### config.mk
export PLATFORM = sky130hd
export DESIGN_NAME = regalu_fwd
export DESIGN_NICKNAME = d
export VERILOG_FILES = /design/src/rtl/regalu_fwd.sv
export SDC_FILE = /design/constraint.sdc
export NUM_CORES = 2
export LEC_CHECK = 0
export CORE_AREA = 8 8 364 366
export CTS_BUF_LIST = sky130_fd_sc_hd__clkbuf_8
export DETAILED_ROUTE_END_ITERATION = 8
export DIE_AREA = 0 0 372 374
export PLACE_DENSITY = 0.79
export SLEW_MARGIN = 20
export SYNTH_ARGS = -nofsm -noshare
export SYNTH_HDL_FRONTEND = slang
export SYNTH_SLANG_ARGS = --single-unit
### constraint.sdc
create_clock -name clk -period 4.2 [get_ports clk]
set_input_delay 0.84 -clock clk [delete_from_list [all_inputs] [get_ports clk]]
set_output_delay 0.84 -clock clk [all_outputs]
set_load 0.02 [all_outputs]
### src/rtl/regalu_fwd.sv
// regalu_fwd: register file feeding a two-stage ALU pipeline (X, M) with
// writeback at the end of M and full operand forwarding from X and M.
//
// Parameters:
//   DW       data/register width (>= 8, power of two)
//   NREG     number of registers (power of two, >= 2)
//   ZERO_REG 1 = register 0 reads as zero and is never written/forwarded
//
// Ports:
//   clk, reset       rising-edge clock, synchronous active-high reset
//   hold             freeze the whole pipeline for this cycle
//   in_valid         an instruction is presented this cycle
//   RR1, RR2, WR     source A, source B and destination register numbers
//   INop             ALU operation (ADD SUB AND OR XOR SLT SLL SRL)
//   imm_sel, imm     select immediate instead of RD2 as operand B
//   RD1, RD2         forwarded operands (combinational, RD2 before imm mux)
//   WD, wb_wr        M-stage result and destination (writeback data)
//   wb_valid         M stage holds a valid instruction
//   wb_ovf           signed overflow of the M-stage ADD/SUB
module regalu_fwd #(
  parameter int DW       = 32,
  parameter int NREG     = 32,
  parameter int ZERO_REG = 1
) (
  input  logic                    clk,
  input  logic                    reset,
  input  logic                    hold,
  input  logic                    in_valid,
  input  logic [$clog2(NREG)-1:0] RR1,
  input  logic [$clog2(NREG)-1:0] RR2,
  input  logic [$clog2(NREG)-1:0] WR,
  input  logic [2:0]              INop,
  input  logic                    imm_sel,
  input  logic [DW-1:0]           imm,
  output logic [DW-1:0]           RD1,
  output logic [DW-1:0]           RD2,
  output logic [DW-1:0]           WD,
  output logic [$clog2(NREG)-1:0] wb_wr,
  output logic                    wb_valid,
  output logic                    wb_ovf
);

  localparam int AW = $clog2(NREG);
  localparam int SW = $clog2(DW);
  localparam bit ZR = (ZERO_REG != 0);

  typedef enum logic [2:0] {
    OP_ADD = 3'd0,
    OP_SUB = 3'd1,
    OP_AND = 3'd2,
    OP_OR  = 3'd3,
    OP_XOR = 3'd4,
    OP_SLT = 3'd5,
    OP_SLL = 3'd6,
    OP_SRL = 3'd7
  } alu_op_t;

  logic [DW-1:0] rf [NREG];

  // X stage
  logic          x_valid;
  logic [DW-1:0] x_a;
  logic [DW-1:0] x_b;
  alu_op_t       x_op;
  logic [AW-1:0] x_wr;

  // M stage
  logic          m_valid;
  logic [DW-1:0] m_data;
  logic [AW-1:0] m_wr;
  logic          m_ovf;

  logic [DW-1:0] alu_y;
  logic          alu_ovf;
  logic          wb_we;
  logic          x_fwd_ok;
  logic          m_fwd_ok;

  // ALU on the X-stage operands
  always_comb begin
    alu_y   = '0;
    alu_ovf = 1'b0;
    unique case (x_op)
      OP_ADD: begin
        alu_y   = x_a + x_b;
        alu_ovf = (x_a[DW-1] == x_b[DW-1]) && (alu_y[DW-1] != x_a[DW-1]);
      end
      OP_SUB: begin
        alu_y   = x_a - x_b;
        alu_ovf = (x_a[DW-1] != x_b[DW-1]) && (alu_y[DW-1] != x_a[DW-1]);
      end
      OP_AND: alu_y = x_a & x_b;
      OP_OR:  alu_y = x_a | x_b;
      OP_XOR: alu_y = x_a ^ x_b;
      OP_SLT: alu_y = {{(DW-1){1'b0}}, ($signed(x_a) < $signed(x_b))};
      OP_SLL: alu_y = x_a << x_b[SW-1:0];
      OP_SRL: alu_y = x_a >> x_b[SW-1:0];
      default: alu_y = '0;
    endcase
  end

  // A stage may forward only if it holds a real instruction that targets a
  // writable register; the hardwired r0 never supplies data.
  always_comb begin
    x_fwd_ok = x_valid && !(ZR && (x_wr == '0));
    m_fwd_ok = m_valid && !(ZR && (m_wr == '0));
    wb_we    = m_fwd_ok;
  end

  // Operand forwarding, youngest producer first
  always_comb begin
    RD1 = rf[RR1];
    if (ZR && (RR1 == '0))             RD1 = '0;
    else if (x_fwd_ok && (x_wr == RR1)) RD1 = alu_y;
    else if (m_fwd_ok && (m_wr == RR1)) RD1 = m_data;

    RD2 = rf[RR2];
    if (ZR && (RR2 == '0))             RD2 = '0;
    else if (x_fwd_ok && (x_wr == RR2)) RD2 = alu_y;
    else if (m_fwd_ok && (m_wr == RR2)) RD2 = m_data;
  end

  always_ff @(posedge clk) begin
    if (reset) begin
      for (int unsigned i = 0; i < NREG; i++) rf[i] <= '0;
      x_valid <= 1'b0;
      x_a     <= '0;
      x_b     <= '0;
      x_op    <= OP_ADD;
      x_wr    <= '0;
      m_valid <= 1'b0;
      m_data  <= '0;
      m_wr    <= '0;
      m_ovf   <= 1'b0;
    end else if (!hold) begin
      if (wb_we) rf[m_wr] <= m_data;
      x_valid <= in_valid;
      x_a     <= RD1;
      x_b     <= imm_sel ? imm : RD2;
      x_op    <= alu_op_t'(INop);
      x_wr    <= WR;
      m_valid <= x_valid;
      m_data  <= alu_y;
      m_wr    <= x_wr;
      m_ovf   <= alu_ovf;
    end
  end

  assign WD       = m_data;
  assign wb_wr    = m_wr;
  assign wb_valid = m_valid;
  assign wb_ovf   = m_ovf;

endmodule

==> impl_metrics.tcl <==
set metrics [dict create \
    leakagePower_nw 33.6 \
    endpoint "RD1[29]" \
    grt_max_degree 72 \
    peakVddDrop_uv 362 \
    syn_inst 5222 \
    fin_area_sq_um 87700 \
    num_rows 131 \
    die_y_microns 374 \
    syn-cell-area_sq_um 69000 \
    dominantRegCellSynth "edfxtp_1" \
    fin_crit_ps 5220 \
    hpwl_microns 192000 \
    firstDrtPassIters 6 \
    place_ws_ps -1070 \
    detail_route.wl_per_cell_microns 35.1 \
    ys_ff_latch 1136 \
    ys_types 98 \
    cts_buffers 188 \
    reg2reg_slack_ps 410 \
    avgSynthCellArea_sq_um 13.2 \
    ys_seq_area_frac 0.478 \
    r2r_end "x_a[29]" \
    synth-edff-count 1024 \
    status "finished with violations" \
    wl_microns 283000 \
    violations "setup timing" \
    drive_gt1_frac 0.417 \
    hold_viol_final 0 \
    track_usage 0.399 \
    worstMarginPinSlew_ps 1210 \
    drv_cap 0 \
    finalSetupViolCount 64 \
    area_delta_synth_final_pct 27.2 \
    cpPeakStageDelay_ps 430 \
    slew_headroom 0.190 \
    n_fill_cell 8616 \
    start_util 0.545 \
    synth_area_leaders "edfxtp_1, mux4_2, and2_1" \
    cp.arrival_ps 4380 \
    yosys.area.top_type "edfxtp_1" \
    grt_setup_unrepaired "yes" \
    fin_skew_ps 62.7 \
    ios 158 \
    overflow 0 \
    crit_path_end_kind "output pin" \
    max_freq_ghz 0.192 \
    io_buffers 157 \
    ctsHoldBuffers 0 \
    tns_ps -51390 \
    final_util 0.693 \
    nets 6423 \
    core_area_sq_um 127000 \
    hold_ws_ps 136 \
    fin_crit_sh 1.24 \
    cp.depth 18 \
    start_kind "register" \
    clkTransAtPathRegs_ps 80 \
    cts_tree "built" \
    crit_buf_inv 7 \
    place_area_sq_um 80000 \
    reg2reg_depth 19 \
    root_buffer "clkbuf_8" \
    cts.sinks 1136 \
    clk_latency_ps 970 \
    chipWidth_microns 372 \
    cts_buffer_depth 3 \
    grt_antenna_before_repair 15 \
    synthDominantCellAreaShare 0.446 \
    viasPerCell 6.89 \
    drtIter0Drc 8192 \
    rr_startpoint "x_b[1]" \
    critPathTopFamily "compound AO/OA/AOI/OAI gates" \
    grt_pass1_vias 56264 \
    cp_cell_sequence "buf_12 > inv_8 > buf_6 > ha_4 > o21bai_4 > o211ai_1 > buf_4 > a211oi_4 > buf_6 > nor3_4 > o211ai_4 > buf_4 > a31oi_2 > mux2i_1 > a211o_1 > o21a_1 > nor2_1 > buf_4" \
    cp_max_fo 4 \
    drv_slew 0 \
    drc 0 \
    via_count 55703 \
    place.gp.congestion 1.04 \
    required_ps 3360 \
    ant_nets 0 \
    hold_class "in2reg" \
    htree_levels 4 \
    synth-async-reset-ratio 0 \
    power_density_nw_per_um2 352 \
    worst_slack_ps -1020 \
    grt_pass1_wl_microns 398000 \
    critical-path-slowest-cell "dfxtp_4" \
    dieArea_sq_um 139000 \
    yosysWarnings 0 \
    startpoint "x_b[1]" \
    crit_top_cell "buf_4" \
    crit_type "reg2out" \
]
## how the worst min path moves through the flow
stage / from / endpoint / slack (ps) / cells past startpoint
floorplan: x_valid / wb_valid / 480 / 2
global placement: wb_ovf / wb_ovf / 480 / 2
detailed placement: WD[25] / WD[25] / 480 / 2
CTS: reset / WD[30] / 70 / 2
global route: reset / WD[30] / 90 / 2
finish: reset / WD[30] / 140 / 2
## metal layers
metal  track usage  part of all wire  vias to the layer above
li1              -                 -                    22030
met4         0.270             0.086                        2
met3         0.121              0.13                     1295
met2         0.625              0.46                     4835
met1         0.474              0.32                    27541
met5             0          0.000071                        -
## cells by family after synthesis
kind of cell	after synthesis	synth area share
xor+xnor	29	0.00368
simple gates	1741	0.140
other cells	1	0.0000544
compound gates	704	0.0697
buf+inv	647	0.0387
flops	1136	0.478
mux	865	0.252
fa+ha+maj	99	0.0182
## repair_timing
item / 4_1_cts / 5_1_grt
pin swaps: 160 / 142
buffers inserted: 159 / 49
endpoints found under the setup margin: 65 / 64
resized for setup: 736 / 213
cloned: 4 / 0
## flip-flops by register name, summed over array words and instances, names as in the netlist, 3 cells and up
register  cells
x_op          3
x_b          32
x_a          32
wb_wr         5
WD           32
x_wr          5
rf         1024
## cell usage in the layout, fill, tap and decap left out, types with 24 or more instances in the layout
| master | n |
|---|---|
| nor2_1 | 236 |
| mux2i_1 | 128 |
| a21oi_1 | 154 |
| mux4_2 | 690 |
| edfxtp_1 | 1024 |
| o211ai_1 | 36 |
| nor2_2 | 33 |
| nor3_1 | 26 |
| clkbuf_8 | 192 |
| clkdlybuf4s50_1 | 81 |
| nand2_1 | 166 |
| buf_4 | 998 |
| ha_1 | 76 |
| buf_12 | 129 |
| dfxtp_1 | 101 |
| clkinv_1 | 43 |
| a211oi_1 | 44 |
| o21ai_1 | 29 |
| and2_1 | 999 |
| or2_2 | 34 |
| inv_1 | 153 |
| conb_1 | 32 |
| o22ai_1 | 30 |
| a21oi_4 | 26 |
| o21ai_0 | 60 |
| a21oi_2 | 24 |
| nor2_4 | 48 |
| buf_6 | 140 |
## report_power, final
| part | internal (mW) | leakage, nW | switching (mW) | total [mW] |
|---|---|---|---|---|
| logic | 4.01 | 20.1 | 4.62 | 8.63 |
| registers | 12.7 | 11.5 | 0.294 | 13.0 |
| clock network | 4.51 | 1.95 | 4.72 | 9.23 |
## synth_stat cells, drive strengths merged, types with 97 or more instances
library cell and instances:
a21oi 204, and2 1004, buf 166, clkbuf 373, dfxtp 112, edfxtp 1024, ha 97, inv 108
mux2i 140, mux4 690, nand2 183, nor2 317, o21ai 106
## stage by stage
stage	cells	power (mW)
2_1_floorplan	5253	16.7
3_3_place_gp	7565	20.3
3_5_place_dp	7565	20.4
4_1_cts	8040	30.3
5_1_grt	8076	31.6
6_report	8081	30.9
## cell type report
| class | instances | area [sq um] | area share |
|---|---|---|---|
| sequential | 1136 | 33000 | 0.376 |
| tap | 1662 | 2080 | 0.0237 |
| multi-input combinational | 3470 | 36100 | 0.412 |
| timing repair buffer | 1365 | 12700 | 0.145 |
| clock buffer | 192 | 2640 | 0.0301 |
| antenna | 8 | 20.0 | 0.000228 |
| clock inverter | 140 | 759 | 0.00866 |
| inverter | 108 | 413 | 0.00471 |
Power figures use the tool's default switching activity.
